### config.mk
export PLATFORM = sky130hd
export DESIGN_NAME = aes_path_oram_flat
export DESIGN_NICKNAME = d
export VERILOG_FILES = /design/src/rtl/aes_path_oram_if.sv /design/src/rtl/aes_path_oram.sv /design/src/flat_wrapper.sv
export SDC_FILE = /design/constraint.sdc
export NUM_CORES = 1
export LEC_CHECK = 0
export BUFFER_PORTS_ARGS = -buffer_cell sky130_fd_sc_hd__buf_2
export CAP_MARGIN = 0
export CORE_UTILIZATION = 57
export CTS_CLUSTER_SIZE = 20
export DETAILED_ROUTE_END_ITERATION = 8
export PLACE_DENSITY = 0.86
export SYNTH_ARGS = -nofsm -noshare
export SYNTH_HDL_FRONTEND = slang
export SYNTH_SLANG_ARGS = --single-unit
### constraint.sdc
create_clock -name Clock -period 4.8 [get_ports Clock]
set_input_delay 0.96 -clock Clock [delete_from_list [all_inputs] [get_ports Clock]]
set_output_delay 0.96 -clock Clock [all_outputs]
set_load 0.01 [all_outputs]
### src/rtl/aes_path_oram_if.sv
// Chunk-stream bundle between the encryption layer, DRAM and the ORAM backend.
// The slave modport is the encryption layer's view; master is the surrounding system.
`timescale 1ns/1ps
interface aes_path_oram_if #(
  parameter int BEDWidth = 64
);
  logic [BEDWidth-1:0] DRAMReadData;
  logic                DRAMReadDataValid;
  logic                DRAMReadDataReady;
  logic [BEDWidth-1:0] DRAMWriteData;
  logic                DRAMWriteDataValid;
  logic                DRAMWriteDataReady;
  logic [BEDWidth-1:0] BackendRData;
  logic                BackendRValid;
  logic                BackendRReady;
  logic [BEDWidth-1:0] BackendWData;
  logic                BackendWValid;
  logic                BackendWReady;

  modport slave (
    input  DRAMReadData, DRAMReadDataValid,
    output DRAMReadDataReady,
    output DRAMWriteData, DRAMWriteDataValid,
    input  DRAMWriteDataReady,
    output BackendRData, BackendRValid,
    input  BackendRReady,
    input  BackendWData, BackendWValid,
    output BackendWReady
  );

  modport master (
    output DRAMReadData, DRAMReadDataValid,
    input  DRAMReadDataReady,
    input  DRAMWriteData, DRAMWriteDataValid,
    output DRAMWriteDataReady,
    input  BackendRData, BackendRValid,
    output BackendRReady,
    output BackendWData, BackendWValid,
    input  BackendWReady
  );
endinterface

### src/rtl/aes_path_oram.sv
// Counter-mode masking layer between the Path ORAM backend and DRAM.
// Chunk 0 of every bucket is a cleartext IV header; data chunks are XORed with Pad(Key, IV, index).
`timescale 1ns/1ps
module aes_path_oram #(
  parameter int BEDWidth = 64,
  parameter int ORAMB    = 512,
  parameter int ORAMZ    = 5,
  parameter int AESWidth = 128,
  parameter int IVWidth  = 64,
  parameter int JTWidth  = 32
) (
  input  logic                Clock,
  input  logic                Reset,
  input  logic [AESWidth-1:0] Key,
  aes_path_oram_if.slave      bus,
  output logic [JTWidth-1:0]  JTAG_AES
);

  localparam int BktChunks = 1 + ORAMZ * ORAMB / BEDWidth;
  localparam int IdxWidth  = (BktChunks > 1) ? $clog2(BktChunks) : 1;
  localparam int CtrWidth  = AESWidth - IVWidth;
  localparam logic [IdxWidth-1:0] LastIdx = IdxWidth'(BktChunks - 1);

  // Folding the key-mixed counter block in half gives a chunk-wide pad.
  function automatic logic [BEDWidth-1:0] pad_fn(
    input logic [AESWidth-1:0] key,
    input logic [IVWidth-1:0]  iv,
    input logic [IdxWidth-1:0] idx
  );
    logic [AESWidth-1:0] s;
    s = key ^ {iv, CtrWidth'(idx)};
    return s[AESWidth-1:BEDWidth] ^ s[BEDWidth-1:0];
  endfunction

  function automatic logic [IdxWidth-1:0] next_idx(input logic [IdxWidth-1:0] idx);
    return (idx == LastIdx) ? '0 : idx + IdxWidth'(1);
  endfunction

  // Read path state
  logic [BEDWidth-1:0] rdata_q, rdata_d;
  logic                rvalid_q, rvalid_d;
  logic [IdxWidth-1:0] rd_idx_q, rd_idx_d;
  logic [IVWidth-1:0]  rd_iv_q, rd_iv_d;
  logic [15:0]         rd_cnt_q, rd_cnt_d;

  // Write path state
  logic [BEDWidth-1:0] wdata_q, wdata_d;
  logic                wvalid_q, wvalid_d;
  logic [IdxWidth-1:0] wr_idx_q, wr_idx_d;
  logic [IVWidth-1:0]  wr_iv_q, wr_iv_d;
  logic [15:0]         wr_cnt_q, wr_cnt_d;

  logic rd_ready, rd_fire;
  logic wr_ready, wr_fire, dram_w_fire;
  logic [IVWidth-1:0]  new_iv;
  logic [BEDWidth-1:0] wr_hdr;

  assign rd_ready    = ~rvalid_q | bus.BackendRReady;
  assign rd_fire     = bus.DRAMReadDataValid & rd_ready;
  assign wr_ready    = ~wvalid_q | bus.DRAMWriteDataReady;
  assign wr_fire     = bus.BackendWValid & wr_ready;
  assign dram_w_fire = wvalid_q & bus.DRAMWriteDataReady;

  always_comb begin
    rdata_d  = rdata_q;
    rvalid_d = rvalid_q;
    rd_idx_d = rd_idx_q;
    rd_iv_d  = rd_iv_q;
    rd_cnt_d = rd_cnt_q;
    if (rvalid_q && bus.BackendRReady) begin
      rvalid_d = 1'b0;
    end
    if (rd_fire) begin
      rvalid_d = 1'b1;
      rd_idx_d = next_idx(rd_idx_q);
      rd_cnt_d = rd_cnt_q + 16'd1;
      if (rd_idx_q == '0) begin
        rdata_d = bus.DRAMReadData;
        rd_iv_d = bus.DRAMReadData[IVWidth-1:0];
      end else begin
        rdata_d = bus.DRAMReadData ^ pad_fn(Key, rd_iv_q, rd_idx_q);
      end
    end
  end

  // A fresh IV per bucket write keeps the pad from ever repeating for one address.
  always_comb begin
    new_iv = bus.BackendWData[IVWidth-1:0] + IVWidth'(1);
    wr_hdr = bus.BackendWData;
    wr_hdr[IVWidth-1:0] = new_iv;
  end

  always_comb begin
    wdata_d  = wdata_q;
    wvalid_d = wvalid_q;
    wr_idx_d = wr_idx_q;
    wr_iv_d  = wr_iv_q;
    wr_cnt_d = wr_cnt_q;
    if (dram_w_fire) begin
      wvalid_d = 1'b0;
      wr_cnt_d = wr_cnt_q + 16'd1;
    end
    if (wr_fire) begin
      wvalid_d = 1'b1;
      wr_idx_d = next_idx(wr_idx_q);
      if (wr_idx_q == '0) begin
        wdata_d = wr_hdr;
        wr_iv_d = new_iv;
      end else begin
        wdata_d = bus.BackendWData ^ pad_fn(Key, wr_iv_q, wr_idx_q);
      end
    end
  end

  always_ff @(posedge Clock) begin
    if (Reset) begin
      rdata_q  <= '0;
      rvalid_q <= 1'b0;
      rd_idx_q <= '0;
      rd_iv_q  <= '0;
      rd_cnt_q <= '0;
      wdata_q  <= '0;
      wvalid_q <= 1'b0;
      wr_idx_q <= '0;
      wr_iv_q  <= '0;
      wr_cnt_q <= '0;
    end else begin
      rdata_q  <= rdata_d;
      rvalid_q <= rvalid_d;
      rd_idx_q <= rd_idx_d;
      rd_iv_q  <= rd_iv_d;
      rd_cnt_q <= rd_cnt_d;
      wdata_q  <= wdata_d;
      wvalid_q <= wvalid_d;
      wr_idx_q <= wr_idx_d;
      wr_iv_q  <= wr_iv_d;
      wr_cnt_q <= wr_cnt_d;
    end
  end

  assign bus.DRAMReadDataReady  = rd_ready;
  assign bus.BackendRData       = rdata_q;
  assign bus.BackendRValid      = rvalid_q;
  assign bus.BackendWReady      = wr_ready;
  assign bus.DRAMWriteData      = wdata_q;
  assign bus.DRAMWriteDataValid = wvalid_q;
  assign JTAG_AES               = JTWidth'({rd_cnt_q, wr_cnt_q});

endmodule

### src/flat_wrapper.sv
// flat-port wrapper written by rule: the top's interface ports become plain ports
module aes_path_oram_flat 
#(
  parameter int BEDWidth = 64,
  parameter int ORAMB    = 512,
  parameter int ORAMZ    = 5,
  parameter int AESWidth = 128,
  parameter int IVWidth  = 64,
  parameter int JTWidth  = 32
)
  (Clock, Reset, Key, JTAG_AES, bus_DRAMReadData, bus_DRAMReadDataValid, bus_DRAMReadDataReady, bus_DRAMWriteData, bus_DRAMWriteDataValid, bus_DRAMWriteDataReady, bus_BackendRData, bus_BackendRValid, bus_BackendRReady, bus_BackendWData, bus_BackendWValid, bus_BackendWReady);
  aes_path_oram_if #(.BEDWidth(BEDWidth)) bus_i ();
  input  logic Clock;
  input  logic Reset;
  input  logic [AESWidth-1:0] Key;
  output logic [JTWidth-1:0] JTAG_AES;
  input wire logic [$bits(bus_i.DRAMReadData)-1:0] bus_DRAMReadData;
  input wire logic [$bits(bus_i.DRAMReadDataValid)-1:0] bus_DRAMReadDataValid;
  output wire logic [$bits(bus_i.DRAMReadDataReady)-1:0] bus_DRAMReadDataReady;
  output wire logic [$bits(bus_i.DRAMWriteData)-1:0] bus_DRAMWriteData;
  output wire logic [$bits(bus_i.DRAMWriteDataValid)-1:0] bus_DRAMWriteDataValid;
  input wire logic [$bits(bus_i.DRAMWriteDataReady)-1:0] bus_DRAMWriteDataReady;
  output wire logic [$bits(bus_i.BackendRData)-1:0] bus_BackendRData;
  output wire logic [$bits(bus_i.BackendRValid)-1:0] bus_BackendRValid;
  input wire logic [$bits(bus_i.BackendRReady)-1:0] bus_BackendRReady;
  input wire logic [$bits(bus_i.BackendWData)-1:0] bus_BackendWData;
  input wire logic [$bits(bus_i.BackendWValid)-1:0] bus_BackendWValid;
  output wire logic [$bits(bus_i.BackendWReady)-1:0] bus_BackendWReady;
  assign bus_i.DRAMReadData = bus_DRAMReadData;
  assign bus_i.DRAMReadDataValid = bus_DRAMReadDataValid;
  assign bus_DRAMReadDataReady = bus_i.DRAMReadDataReady;
  assign bus_DRAMWriteData = bus_i.DRAMWriteData;
  assign bus_DRAMWriteDataValid = bus_i.DRAMWriteDataValid;
  assign bus_i.DRAMWriteDataReady = bus_DRAMWriteDataReady;
  assign bus_BackendRData = bus_i.BackendRData;
  assign bus_BackendRValid = bus_i.BackendRValid;
  assign bus_i.BackendRReady = bus_BackendRReady;
  assign bus_i.BackendWData = bus_BackendWData;
  assign bus_i.BackendWValid = bus_BackendWValid;
  assign bus_BackendWReady = bus_i.BackendWReady;
  aes_path_oram #(.BEDWidth(BEDWidth), .ORAMB(ORAMB), .ORAMZ(ORAMZ), .AESWidth(AESWidth), .IVWidth(IVWidth), .JTWidth(JTWidth)) u_core (.Clock(Clock), .Reset(Reset), .Key(Key), .bus(bus_i), .JTAG_AES(JTAG_AES));
endmodule
==> impl_metrics.prom, run 1 <==
# TYPE chip_impl_metric gauge
chip_impl_info{name="cts.root.buffer_cell",value="sky130_fd_sc_hd__clkbuf_16"} 1
chip_impl_metric{name="final.setup.worst_slack",unit="ns"} 1.935
chip_impl_info{name="timing.hold.worst_endpoint",value="u_core.bus.DRAMWriteData[30]$_SDFFE_PP0P_"} 1
chip_impl_info{name="cp-start-kind",value="primary input"} 1
chip_impl_metric{name="synth_fp_nets",unit=""} 2159
chip_impl_metric{name="initial_utilization",unit=""} 0.5821
chip_impl_metric{name="postCtsSetupRepairBufs",unit=""} 0
chip_impl_metric{name="die-height",unit="microns"} 167.9
chip_impl_metric{name="route.detailed.wl_per_inst",unit="microns"} 19.56
chip_impl_info{name="rsz0062_at_grt",value="false"} 1
chip_impl_metric{name="timing_max_transition_violations_final",unit=""} 0
chip_impl_metric{name="detailedRoute.firstIterationViolations",unit=""} 1561
chip_impl_metric{name="synth-simple-area-share",unit=""} 0.2040
chip_impl_metric{name="total_cts_buffers",unit=""} 34
chip_impl_metric{name="post-route-drc-count",unit=""} 2
chip_impl_metric{name="synth_xor_area_frac",unit=""} 0.1991
chip_impl_metric{name="count_of_vias_placed_by_the_detailed_router",unit=""} 15470
chip_impl_metric{name="worst_vdd_drop",unit="uV"} 269.7
chip_impl_metric{name="cell_area_power_density",unit="nW/um^2"} 367.9
chip_impl_metric{name="vias_cell",unit=""} 5.887
chip_impl_info{name="worstReg2RegStart",value="u_core.bus.DRAMWriteDataValid$_SDFFE_PP0P_"} 1
chip_impl_metric{name="fin_crit",unit="ns"} 2.865
chip_impl_metric{name="max-cap-violations",unit=""} 0
chip_impl_metric{name="ioPinCount",unit=""} 426
chip_impl_metric{name="totalNegativeSetupSlack",unit="ns"} 0
chip_impl_metric{name="finalSetupViolations",unit=""} 0
chip_impl_info{name="highest_count_cells_in_the_layout_ignoring_fill_and_taps",value="424 x sky130_fd_sc_hd__buf_2, 302 x sky130_fd_sc_hd__dfxtp_1, 233 x sky130_fd_sc_hd__nand2_1"} 1
chip_impl_metric{name="power.static_leakage",unit="uW"} 0.007627
chip_impl_metric{name="critPathRequiredTime",unit="ns"} 5.20
chip_impl_metric{name="postSynth.asyncResetShare",unit=""} 0
chip_impl_metric{name="timing.reg2reg.worst_path_depth",unit=""} 7
chip_impl_metric{name="synthMuxAreaShare",unit=""} 0.003190
chip_impl_metric{name="finalHoldViolCount",unit=""} 0
chip_impl_info{name="status",value="finished with violations"} 1
chip_impl_info{name="yosys_most_used_dff",value="sky130_fd_sc_hd__dfxtp_1"} 1
chip_impl_metric{name="dp.cells",unit=""} 2556
chip_impl_metric{name="post-route-cell-area",unit="sq um"} 19110
chip_impl_metric{name="h_tree_levels",unit=""} 2
chip_impl_metric{name="crit_path_max_fanout",unit=""} 30
chip_impl_metric{name="sequential_share_of_the_synthesized_area",unit=""} 0.3854
chip_impl_metric{name="firstDrtPassIters",unit=""} 8
chip_impl_metric{name="utilization",unit=""} 0.7090
chip_impl_metric{name="worst_slew_pin_slew",unit="ns"} 1.058
chip_impl_metric{name="area_delta_synth_final",unit="%"} 21.81
chip_impl_metric{name="dpl.hpwl",unit="microns"} 37500
chip_impl_metric{name="min_path_cells",unit=""} 2
chip_impl_metric{name="ys_types",unit=""} 56
chip_impl_metric{name="cts-hold-fix-buffers",unit=""} 0
chip_impl_metric{name="placement_rows",unit=""} 60
chip_impl_metric{name="gpl.final_weighted_congestion",unit=""} 0.9754
chip_impl_metric{name="post_synth_fa_ha_maj_area_fraction",unit=""} 0.005583
chip_impl_info{name="min_delay_startpoint",value="u_core.bus.DRAMWriteData[30]$_SDFFE_PP0P_"} 1
chip_impl_info{name="timing_worst_setup_path_type",value="in -> reg"} 1
chip_impl_metric{name="drt_wl_total",unit="microns"} 51400
chip_impl_metric{name="grt_start_max_net_pins",unit=""} 130
chip_impl_info{name="cts_tree",value="done"} 1
chip_impl_metric{name="post_cts_resized",unit=""} 0
chip_impl_metric{name="layout.nets",unit=""} 2520
chip_impl_info{name="r2r-end",value="u_core.bus.DRAMWriteData[52]$_SDFFE_PP0P_"} 1
chip_impl_metric{name="clock_path_buffers",unit=""} 3
chip_impl_info{name="largest_family_of_logic_cells_by_synthesized_area",value="simple AND/OR/NAND/NOR gates"} 1
chip_impl_metric{name="layout_worst_path_cycle_share",unit=""} 0.5968
chip_impl_metric{name="ant_nets",unit=""} 0
chip_impl_info{name="violations",value="DRC"} 1
chip_impl_metric{name="syn-mean-instance-area",unit="sq um"} 8.300
chip_impl_info{name="endpoint_kind",value="flop"} 1
chip_impl_metric{name="grt_antenna_before_repair",unit=""} 10
chip_impl_metric{name="synthCells",unit=""} 1890
chip_impl_metric{name="dpl_worst_slack",unit="ns"} 1.491
chip_impl_metric{name="synth-warning-count",unit=""} 0
chip_impl_metric{name="core_area",unit="sq um"} 26950
chip_impl_metric{name="die_outline_width",unit="microns"} 167.9
chip_impl_metric{name="syn-cell-area",unit="sq um"} 15690
chip_impl_info{name="worstHoldPathType",value="reg -> reg"} 1
chip_impl_metric{name="fin_worst_skew",unit="ns"} 0.02233
chip_impl_metric{name="dieArea",unit="sq um"} 28190
chip_impl_metric{name="synth-edff-count",unit=""} 0
chip_impl_metric{name="clock_sink_count",unit=""} 302
chip_impl_metric{name="port_buffers",unit=""} 425
chip_impl_metric{name="worst_skew_late_latency",unit="ns"} 0.52
chip_impl_metric{name="count_of_placed_standard_cells_in_the_final_layout_fillers_left_out",unit=""} 2628
chip_impl_metric{name="grt_pass1_wl",unit="microns"} 77070
chip_impl_metric{name="final_layout_size_suffix_gt1_frac",unit=""} 0.2333
chip_impl_metric{name="worst_setup_hold_path_clk_slew",unit="ns"} 0.06
chip_impl_metric{name="synth_compound_gate_area_share",unit=""} 0.1684
chip_impl_metric{name="dpl-instance-area",unit="sq um"} 17960
chip_impl_metric{name="cp.arrival",unit="ns"} 3.26
chip_impl_metric{name="final.fill_count",unit=""} 2072
chip_impl_metric{name="synth.ff_latch_count",unit=""} 302
chip_impl_metric{name="gr-total-overflow",unit=""} 0
chip_impl_info{name="layout.cells.most_common",value="sky130_fd_sc_hd__buf_2"} 1
chip_impl_metric{name="number_of_global_route_vias_before_repair",unit=""} 14060
chip_impl_metric{name="groute.usage.overall",unit=""} 0.3483
chip_impl_metric{name="reg2reg_slack",unit="ns"} 2.15
chip_impl_metric{name="fmax",unit="MHz"} 349.1
chip_impl_metric{name="worst_slew_margin_rel",unit=""} 0.2949
==> worst max-delay path: stages <==
cell,delay (ns)
sky130_fd_sc_hd__buf_2,0.13
sky130_fd_sc_hd__nand2b_1,0.26
sky130_fd_sc_hd__nand2_1,0.43
sky130_fd_sc_hd__nor2_1,0.08
sky130_fd_sc_hd__buf_4,0.19
sky130_fd_sc_hd__nand2_1,0.75
sky130_fd_sc_hd__a21oi_1,0.15
sky130_fd_sc_hd__a221o_1,0.31
==> power breakdown <==
part	total [uW]	leakage, uW	internal, uW	switching, uW
Combinational	1540	0.00458	613	928
Sequential	2870	0.00248	2730	146
Clock	2620	0.000557	1570	1050
Total	7030	0.00763	4910	2120
==> sequential cells by signal, summed over array words and instances, names as in the netlist <==
name                           flops
u_core.bus.BackendRValid           1
u_core.bus.DRAMWriteData          64
u_core.rd_cnt_q                   16
u_core.wr_cnt_q                   16
u_core.rd_idx_q                    6
u_core.bus.BackendRData           64
u_core.bus.DRAMWriteDataValid      1
u_core.wr_iv_q                    64
u_core.wr_idx_q                    6
u_core.rd_iv_q                    64
==> per-layer routing <==
layer	track usage	share of wire	wire length, microns
met2	0.5435	0.45	23190
met5	0	0	0
met1	0.4493	0.40	20710
met4	0.1799	0.044	2247
met3	0.08110	0.10	5249
==> metrics by stage <==
step,hold slack [ns],power [uW]
2_1_floorplan,0.4392,3863
3_3_place_gp,0.4319,4373
3_5_place_dp,0.4421,4422
4_1_cts,0.4549,7017
5_1_grt,0.4802,7296
6_report,0.4527,7030
==> worst max-delay path by stage <==
stage	from	to	slack [ns]
CTS	bus_DRAMWriteDataReady	u_core.bus.DRAMWriteData[52]$_SDFFE_PP0P_	2.00
global route	bus_DRAMWriteDataReady	u_core.bus.DRAMWriteData[46]$_SDFFE_PP0P_	1.80
finish	bus_DRAMWriteDataReady	u_core.bus.DRAMWriteData[52]$_SDFFE_PP0P_	1.94
detailed placement	bus_DRAMWriteDataReady	u_core.bus.DRAMWriteData[52]$_SDFFE_PP0P_	1.49
floorplan	bus_BackendWData[0]	u_core.wr_iv_q[38]$_SDFFE_PP0P_	2.15
global placement	bus_DRAMWriteDataReady	u_core.bus.DRAMWriteData[52]$_SDFFE_PP0P_	1.58
==> logic make-up after synthesis <==
group,Yosys count
and+or+nand+nor,656
muxes,5
AOI/OAI and AO/OA,429
xor gates and xnor gates,355
adders and majority gates,7
DFF,302
buffers and inverters,136
==> synth_stat cells, drive strengths merged, types with 2 or more instances <==
| master | number | share of area |
|---|---|---|
| nor3 | 17 | 0.0065 |
| or3 | 79 | 0.032 |
| nand2b | 2 | 0.00080 |
| a31o | 2 | 0.0011 |
| and2 | 8 | 0.0032 |
| a31oi | 2 | 0.00080 |
| mux2i | 5 | 0.0032 |
| xor2 | 130 | 0.073 |
| nor4 | 18 | 0.013 |
| nand3 | 46 | 0.017 |
| a311oi | 65 | 0.036 |
| a22oi | 25 | 0.012 |
| o22ai | 7 | 0.0028 |
| nand2 | 234 | 0.056 |
| clkbuf | 98 | 0.024 |
| a21oi | 125 | 0.040 |
| a21o | 5 | 0.0024 |
| o21ai | 144 | 0.046 |
| dfxtp | 302 | 0.39 |
| and4 | 6 | 0.0033 |
| a211oi | 45 | 0.022 |
| and3 | 15 | 0.0060 |
| nand4 | 41 | 0.020 |
| a41oi | 2 | 0.0011 |
| inv | 18 | 0.0043 |
| ha | 7 | 0.0056 |
| nor2 | 185 | 0.044 |
| buf | 20 | 0.0065 |
| xnor2 | 224 | 0.13 |
==> area by class of cell <==
class | instances | area, sq um | area share
Inverter | 18 | 67.56 | 0.003536
Clock buffer | 52 | 1052 | 0.05507
Clock inverter | 9 | 72.57 | 0.003798
Antenna cell | 11 | 27.53 | 0.001441
Tap cell | 341 | 426.7 | 0.02233
Multi-Input combinational cell | 1452 | 9135 | 0.4781
Timing Repair Buffer | 443 | 2281 | 0.1194
Sequential cell | 302 | 6046 | 0.3164
Power figures use the tool's default switching activity.
==> run 2, diff against run 1 <==
Settings changed: ABC_AREA set to 1, CORE_UTILIZATION 57 to 55, PLACE_DENSITY 0.86 to 0.82.
Clock period 4.8 ns to 3 ns, I/O delays scaled along.
==> impl_metrics.prom, run 2 <==
# TYPE chip_impl_metric gauge
chip_impl_metric{name="worst_setup_hold_path_clk_slew",unit="ns"} 0.06
chip_impl_metric{name="finalSetupViolations",unit=""} 0
chip_impl_metric{name="total_cts_buffers",unit=""} 35
chip_impl_metric{name="synth-warning-count",unit=""} 0
chip_impl_metric{name="syn-cell-area",unit="sq um"} 17940
chip_impl_metric{name="synth_fp_nets",unit=""} 2860
chip_impl_metric{name="sw_frac_of_total",unit=""} 0.3037
chip_impl_info{name="cts_tree",value="done"} 1
chip_impl_metric{name="h_tree_levels",unit=""} 2
chip_impl_metric{name="synth.ff_latch_count",unit=""} 302
chip_impl_metric{name="worst_vdd_drop",unit="uV"} 425.3
chip_impl_metric{name="ioPinCount",unit=""} 426
chip_impl_metric{name="drt_wl_total",unit="microns"} 55520
chip_impl_metric{name="cell_area_power_density",unit="nW/um^2"} 530.4
chip_impl_metric{name="totalNegativeSetupSlack",unit="ns"} 0
chip_impl_info{name="synth_commonest_cells",value="539 x sky130_fd_sc_hd__nand2_1, 337 x sky130_fd_sc_hd__inv_1, 316 x sky130_fd_sc_hd__nor2_1, 302 x sky130_fd_sc_hd__dfxtp_1, 197 x sky130_fd_sc_hd__xnor2_1"} 1
chip_impl_metric{name="layout.nets",unit=""} 3240
chip_impl_metric{name="core_area",unit="sq um"} 31800
chip_impl_info{name="yosys_most_used_dff",value="sky130_fd_sc_hd__dfxtp_1"} 1
chip_impl_metric{name="finalHoldViolCount",unit=""} 0
chip_impl_metric{name="ant_nets",unit=""} 0
chip_impl_metric{name="post-route-drc-count",unit=""} 0
chip_impl_metric{name="area_delta_synth_final",unit="%"} 19.88
chip_impl_metric{name="port_buffers",unit=""} 425
chip_impl_metric{name="grt_start_max_net_pins",unit=""} 136
chip_impl_metric{name="postSynth.asyncResetShare",unit=""} 0
chip_impl_metric{name="critPathRequiredTime",unit="ns"} 3.47
chip_impl_metric{name="grt_pass1_wl",unit="microns"} 88020
chip_impl_metric{name="synth-edff-count",unit=""} 0
chip_impl_metric{name="dieArea",unit="sq um"} 33340
chip_impl_metric{name="cts-hold-fix-buffers",unit=""} 0
chip_impl_info{name="layout.cells.most_common",value="sky130_fd_sc_hd__nand2_1"} 1
chip_impl_metric{name="detailedRoute.firstIterationViolations",unit=""} 1131
chip_impl_metric{name="die_outline_width",unit="microns"} 182.6
chip_impl_metric{name="synth_top_area_share",unit=""} 0.3371
chip_impl_metric{name="final_layout_size_suffix_gt1_frac",unit=""} 0.1830
chip_impl_metric{name="pwr-share-seq",unit=""} 0.401
chip_impl_metric{name="timing.reg2reg.worst_path_depth",unit=""} 12
chip_impl_metric{name="dpl_worst_slack",unit="ns"} 0.5764
chip_impl_metric{name="count_of_vias_placed_by_the_detailed_router",unit=""} 18150
chip_impl_info{name="timing_worst_setup_path_type",value="reg -> reg"} 1
chip_impl_info{name="cp-start-kind",value="flop"} 1
chip_impl_metric{name="post_cts_resized",unit=""} 0
chip_impl_metric{name="vias_cell",unit=""} 5.290
chip_impl_metric{name="fin_hold_ws",unit="ns"} 0.2982
chip_impl_metric{name="synthCells",unit=""} 2591
chip_impl_metric{name="timing_max_transition_violations_final",unit=""} 0
chip_impl_metric{name="count_of_placed_standard_cells_in_the_final_layout_fillers_left_out",unit=""} 3431
chip_impl_metric{name="groute.usage.overall",unit=""} 0.3274
chip_impl_metric{name="max-cap-violations",unit=""} 0
chip_impl_metric{name="min_path_cells",unit=""} 2
chip_impl_metric{name="clock_sink_count",unit=""} 302
chip_impl_info{name="worstHoldPathType",value="in -> reg"} 1
chip_impl_metric{name="number_of_global_route_vias_before_repair",unit=""} 17530
chip_impl_metric{name="die-height",unit="microns"} 182.6
chip_impl_metric{name="postCtsSetupRepairBufs",unit=""} 0
chip_impl_metric{name="sequential_share_of_the_synthesized_area",unit=""} 0.3371
chip_impl_info{name="status",value="complete, no violations"} 1
chip_impl_metric{name="firstDrtPassIters",unit=""} 8
chip_impl_metric{name="gpl.final_weighted_congestion",unit=""} 0.9465
chip_impl_info{name="post-synth-top-area-cell",value="sky130_fd_sc_hd__dfxtp_1"} 1
chip_impl_info{name="synth_area_leaders",value="sky130_fd_sc_hd__dfxtp_1 34%, sky130_fd_sc_hd__nand2_1 11%, sky130_fd_sc_hd__xnor2_1 9.6%"} 1
chip_impl_info{name="cts.root.buffer_cell",value="sky130_fd_sc_hd__clkbuf_16"} 1
chip_impl_metric{name="dp.cells",unit=""} 3369
chip_impl_metric{name="power.static_leakage",unit="uW"} 0.01086
chip_impl_metric{name="crit_path_max_fanout",unit=""} 33
chip_impl_metric{name="switching_power",unit="uW"} 3463
chip_impl_metric{name="placement_rows",unit=""} 65
chip_impl_info{name="endpoint_kind",value="flop"} 1
chip_impl_metric{name="cp.arrival",unit="ns"} 2.67
chip_impl_metric{name="worst_skew_late_latency",unit="ns"} 0.53
chip_impl_metric{name="dpl.hpwl",unit="microns"} 40680
chip_impl_metric{name="grt_antenna_before_repair",unit=""} 7
chip_impl_metric{name="final.setup.worst_slack",unit="ns"} 0.7941
chip_impl_metric{name="gr-total-overflow",unit=""} 0
chip_impl_metric{name="initial_utilization",unit=""} 0.5641
chip_impl_info{name="most_numerous_cell_in_the_yosys_netlist",value="sky130_fd_sc_hd__nand2_1"} 1
chip_impl_metric{name="fmax",unit="MHz"} 453.3
chip_impl_metric{name="syn-mean-instance-area",unit="sq um"} 6.923
chip_impl_metric{name="ys_types",unit=""} 44
chip_impl_metric{name="clock_power_share",unit=""} 0.370
chip_impl_metric{name="fin_crit",unit="ns"} 2.206
chip_impl_metric{name="layout_worst_path_cycle_share",unit=""} 0.7353
chip_impl_metric{name="worst_slew_pin_slew",unit="ns"} 0.6613
chip_impl_metric{name="total_power",unit="uW"} 11400
chip_impl_metric{name="clock_path_buffers",unit=""} 3
chip_impl_metric{name="fin_worst_skew",unit="ns"} 0.02292
chip_impl_metric{name="power.combinational.fraction",unit=""} 0.229
chip_impl_info{name="rsz0062_at_grt",value="false"} 1
chip_impl_metric{name="route.detailed.wl_per_inst",unit="microns"} 16.18
chip_impl_metric{name="internal_power",unit="uW"} 7941
chip_impl_metric{name="worst_slew_margin_rel",unit=""} 0.5585
chip_impl_info{name="highest_count_cells_in_the_layout_ignoring_fill_and_taps",value="537 x sky130_fd_sc_hd__nand2_1, 424 x sky130_fd_sc_hd__buf_2, 337 x sky130_fd_sc_hd__inv_1"} 1
==> run 2: kinds of logic after synthesis <==
family / share of synthesized area
compound gates: 0.1336
xor+xnor: 0.1742
simple gates: 0.2524
buf+inv: 0.09779
fa+ha+maj: 0.004883
flops: 0.3371
==> run 2: final timing paths <==
| check | startpoint | to | slack (ns) |
|---|---|---|---|
| worst max-delay path | u_core.wr_idx_q[0]$_SDFFE_PP0P_ | u_core.wr_iv_q[48]$_SDFFE_PP0P_ | 0.79 |
| worst min-delay path | bus_BackendWData[0] | u_core.wr_iv_q[0]$_SDFFE_PP0P_ | 0.30 |
| worst max register to register | u_core.wr_idx_q[0]$_SDFFE_PP0P_ | u_core.wr_iv_q[48]$_SDFFE_PP0P_ | 0.79 |
| worst min register to register | u_core.rd_iv_q[63]$_SDFFE_PP0P_ | u_core.rd_iv_q[63]$_SDFFE_PP0P_ | 0.48 |
==> run 2: through the flow <==
step	util	instance area [sq um]
after global routing	0.6762	21500
after detailed placement	0.6410	20380
after floorplan	-	17940
after CTS	0.6761	21500
final	0.6762	21500
after global placement	0.6410	20380
==> run 2: power groups by stage <==
stage	clock network, uW	logic, uW	registers, uW
2_1_floorplan	0	1620	4710
3_3_place_gp	0	2500	4630
3_5_place_dp	0	2590	4650
4_1_cts	4270	2610	4560
5_1_grt	4430	2900	4600
6_report	4220	2610	4570
==> run 2: critical path, cell delays in order, from the launching register on <==
cell and delay (ns):
sky130_fd_sc_hd__dfxtp_1 0.41, sky130_fd_sc_hd__inv_1 0.12, sky130_fd_sc_hd__ha_1 0.22, sky130_fd_sc_hd__inv_1 0.05, sky130_fd_sc_hd__nor2_1 0.04, sky130_fd_sc_hd__nand4_1 0.19, sky130_fd_sc_hd__nor2_4 0.07, sky130_fd_sc_hd__inv_2 0.50
sky130_fd_sc_hd__buf_12 0.28, sky130_fd_sc_hd__nand2_1 0.07, sky130_fd_sc_hd__nand2_1 0.07, sky130_fd_sc_hd__nand2_1 0.05, sky130_fd_sc_hd__inv_1 0.06
==> run 2: metal layers <==
| layer | up-vias | global-route usage | wire length, microns |
|---|---|---|---|
| met1 | 8388 | 0.3817 | 21990 |
| met4 | 6 | 0.1694 | 2779 |
| met3 | 186 | 0.06845 | 4232 |
| met2 | 704 | 0.5646 | 26480 |
| li1 | 8865 | - | - |
| met5 | - | 0 | 34 |
==> run 2: cell type report <==
type                            instances  area [sq um]
Antenna cell                            2         5.005
Clock buffer                           54          1060
Clock inverter                          6         55.05
Fill cell                            2760         10300
Inverter                              342          1291
Multi-Input combinational cell       1849         10150
Sequential cell                       302          6046
Tap cell                              435         544.3
Timing Repair Buffer                  441          2350
==> run 3, diff against run 2 <==
Settings changed: ABC_AREA 1 to 0, CORE_UTILIZATION 55 to 53, PLACE_DENSITY 0.82 to 0.81.
Clock period 3 ns to 2.05 ns, I/O delays scaled along.
==> impl_metrics.prom, run 3 (same netlist as run 1, synthesis figures left out) <==
# TYPE chip_impl_metric gauge
chip_impl_metric{name="critPathRequiredTime",unit="ns"} 2.48
chip_impl_metric{name="h_tree_levels",unit=""} 2
chip_impl_info{name="rsz0062_at_grt",value="true"} 1
chip_impl_metric{name="worst_skew_late_latency",unit="ns"} 0.51
chip_impl_metric{name="fin_worst_skew",unit="ns"} 0.01883
chip_impl_metric{name="cp.arrival",unit="ns"} 2.44
chip_impl_metric{name="placement_rows",unit=""} 62
chip_impl_metric{name="vias_cell",unit=""} 5.790
chip_impl_metric{name="count_of_placed_standard_cells_in_the_final_layout_fillers_left_out",unit=""} 2851
chip_impl_metric{name="area_delta_synth_final",unit="%"} 32.24
chip_impl_metric{name="layout_worst_path_cycle_share",unit=""} 0.9808
chip_impl_metric{name="switching_power",unit="uW"} 5117
chip_impl_metric{name="core_area",unit="sq um"} 28940
chip_impl_metric{name="die-height",unit="microns"} 174.0
chip_impl_metric{name="dpl.hpwl",unit="microns"} 40700
chip_impl_info{name="timing_worst_setup_path_type",value="reg -> reg"} 1
chip_impl_metric{name="crit_path_max_fanout",unit=""} 14
chip_impl_metric{name="worst_slew_margin_rel",unit=""} 0.5584
chip_impl_metric{name="total_cts_buffers",unit=""} 34
chip_impl_metric{name="number_of_global_route_vias_before_repair",unit=""} 15520
chip_impl_metric{name="stages_on_the_worst_setup_path",unit=""} 9
chip_impl_metric{name="port_buffers",unit=""} 425
chip_impl_info{name="worstHoldPathType",value="in -> reg"} 1
chip_impl_metric{name="utilization",unit=""} 0.7169
chip_impl_info{name="highest_count_cells_in_the_layout_ignoring_fill_and_taps",value="424 x sky130_fd_sc_hd__buf_2, 302 x sky130_fd_sc_hd__dfxtp_1, 232 x sky130_fd_sc_hd__nand2_1"} 1
chip_impl_metric{name="cts-hold-fix-buffers",unit=""} 0
chip_impl_metric{name="count_of_buffer_and_inverter_cells_on_the_critical_path",unit=""} 2
chip_impl_metric{name="post-route-cell-area",unit="sq um"} 20740
chip_impl_metric{name="clock_power_share",unit=""} 0.362
chip_impl_metric{name="timing_max_transition_violations_final",unit=""} 0
chip_impl_metric{name="fin_crit",unit="ns"} 2.011
chip_impl_metric{name="max-cap-violations",unit=""} 0
chip_impl_metric{name="count_of_vias_placed_by_the_detailed_router",unit=""} 16510
chip_impl_metric{name="dpl-instance-area",unit="sq um"} 19530
chip_impl_metric{name="gr-total-overflow",unit=""} 0
chip_impl_metric{name="layout.nets",unit=""} 2706
chip_impl_metric{name="drt_wl_total",unit="microns"} 54600
chip_impl_metric{name="dp.cells",unit=""} 2781
chip_impl_info{name="cpLargestDelayFamily",value="simple AND/OR/NAND/NOR gates"} 1
chip_impl_info{name="endpoint_kind",value="flop"} 1
chip_impl_metric{name="grt_antenna_before_repair",unit=""} 8
chip_impl_metric{name="worst_slew_pin_slew",unit="ns"} 0.6554
chip_impl_info{name="path_cells",value="inv_1 > ha_1 > nor3b_1 > nand2_2 > buf_4 > mux2i_1 > xor2_1 > nand2_1 > a21oi_1"} 1
chip_impl_metric{name="ant_nets",unit=""} 0
chip_impl_metric{name="clock_path_buffers",unit=""} 3
chip_impl_metric{name="power.static_leakage",unit="uW"} 0.008590
chip_impl_info{name="cp-start-kind",value="flop"} 1
chip_impl_metric{name="detailedRoute.firstIterationViolations",unit=""} 1430
chip_impl_metric{name="final.fill_count",unit=""} 2258
chip_impl_info{name="cts_tree",value="done"} 1
chip_impl_metric{name="worst_setup_hold_path_clk_slew",unit="ns"} 0.06
chip_impl_metric{name="ioPinCount",unit=""} 426
chip_impl_metric{name="finalSetupViolations",unit=""} 0
chip_impl_metric{name="worst_vdd_drop",unit="uV"} 532.6
chip_impl_metric{name="fmax",unit="MHz"} 497.4
chip_impl_metric{name="dieArea",unit="sq um"} 30290
chip_impl_metric{name="min_path_cells",unit=""} 3
chip_impl_metric{name="timing.reg2reg.worst_path_depth",unit=""} 9
chip_impl_metric{name="groute.usage.overall",unit=""} 0.3484
chip_impl_metric{name="timing.critical_path.slowest_cell_delay",unit="ns"} 0.37
chip_impl_info{name="cts.root.buffer_cell",value="sky130_fd_sc_hd__clkbuf_16"} 1
chip_impl_metric{name="die_outline_width",unit="microns"} 174.0
chip_impl_metric{name="gpl.final_weighted_congestion",unit=""} 0.9659
chip_impl_metric{name="final_layout_size_suffix_gt1_frac",unit=""} 0.2945
chip_impl_metric{name="cell_area_power_density",unit="nW/um^2"} 817.4
chip_impl_metric{name="sw_frac_of_total",unit=""} 0.3018
chip_impl_metric{name="internal_power",unit="uW"} 11840
chip_impl_metric{name="pwr-share-seq",unit=""} 0.396
chip_impl_metric{name="power.combinational.fraction",unit=""} 0.242
chip_impl_metric{name="grt_start_max_net_pins",unit=""} 112
chip_impl_metric{name="firstDrtPassIters",unit=""} 5
chip_impl_metric{name="initial_utilization",unit=""} 0.5422
chip_impl_info{name="layout.cells.most_common",value="sky130_fd_sc_hd__buf_2"} 1
chip_impl_info{name="cp_slowest_cell",value="sky130_fd_sc_hd__nor3b_1"} 1
chip_impl_metric{name="route.detailed.wl_per_inst",unit="microns"} 19.15
chip_impl_metric{name="finalHoldViolCount",unit=""} 0
chip_impl_metric{name="post-route-drc-count",unit=""} 0
chip_impl_metric{name="grt_pass1_wl",unit="microns"} 83720
chip_impl_metric{name="fin_hold_ws",unit="ns"} 0.1542
chip_impl_info{name="status",value="complete, no violations"} 1
chip_impl_metric{name="clock_sink_count",unit=""} 302
## run 3: cell types whose count changed in the layout (fill, tap and decap cells not counted), sizes merged, moves of 65 or more
cell | previous run | this run
a311oi | 0 | 65
buf | 441 | 628
inv | 342 | 19
nand2 | 554 | 234
nand3 | 125 | 46
nor2 | 340 | 185
or3 | 0 | 79
## run 3: power by group through the flow
stage                     logic, uW  clock network, uW  registers, uW
final                          4100               6140           6720
after floorplan                2150                  0           6890
after detailed placement       3950                  0           6830
after global placement         3850                  0           6800
after global routing           4430               6390           6760
after CTS                      4020               6160           6710
## run 3: final cells by class
class,count,area [sq um],share of cell area
well taps,384,480.5,0.02316
flip-flops and latches,302,6046,0.2914
clock inverters,10,108.9,0.005247
repair buffers,629,3840,0.1851
diodes,9,22.52,0.001086
clock buffers,47,1001,0.04825
inverters,18,67.56,0.003257
multi-input cells,1452,9179,0.4425
## run 3: repair_timing
| action | in CTS | in global routing |
|---|---|---|
| setup endpoints to repair | 31 | 44 |
| pin swaps | 0 | 5 |
| gates cloned | 1 | 0 |
| gates resized for setup | 2 | 7 |
| buffers inserted | 0 | 3 |
## run 3: tightest hold or removal path, stage by stage
cell                      delay [ns]
sky130_fd_sc_hd__buf_2          0.11
sky130_fd_sc_hd__nand2_1        0.05
sky130_fd_sc_hd__a21oi_1        0.05
## run 3: worst paths after layout
kind | start | end | slack, ns
worst min register to register | u_core.bus.DRAMWriteData[8]$_SDFFE_PP0P_ | u_core.bus.DRAMWriteData[8]$_SDFFE_PP0P_ | 0.45
worst min-delay path | bus_DRAMReadData[34] | u_core.rd_iv_q[34]$_SDFFE_PP0P_ | 0.15
worst max-delay path | u_core.wr_idx_q[0]$_SDFFE_PP0P_ | u_core.bus.DRAMWriteData[12]$_SDFFE_PP0P_ | 0.04
worst max register to register | u_core.wr_idx_q[0]$_SDFFE_PP0P_ | u_core.bus.DRAMWriteData[12]$_SDFFE_PP0P_ | 0.04
## run 3: metrics by stage
step	setup slack, ns	TNS (ns)	total power (uW)
global route	-0.09005	-0.7854	17580
global placement	-0.1174	-2.308	10650
detailed placement	-0.1960	-4.664	10780
finish	0.03945	0	16960
floorplan	0.02546	0	9047
CTS	0.02575	0	16890
## run 3: layer usage
layer / GRT usage / routed length [microns] / vias up
met5: 0 / 0 / -
met1: 0.4512 / 22180 / 7831
met4: 0.1572 / 2333 / 0
met3: 0.06452 / 4887 / 159
met2: 0.5635 / 25190 / 832
li1: - / - / 7686
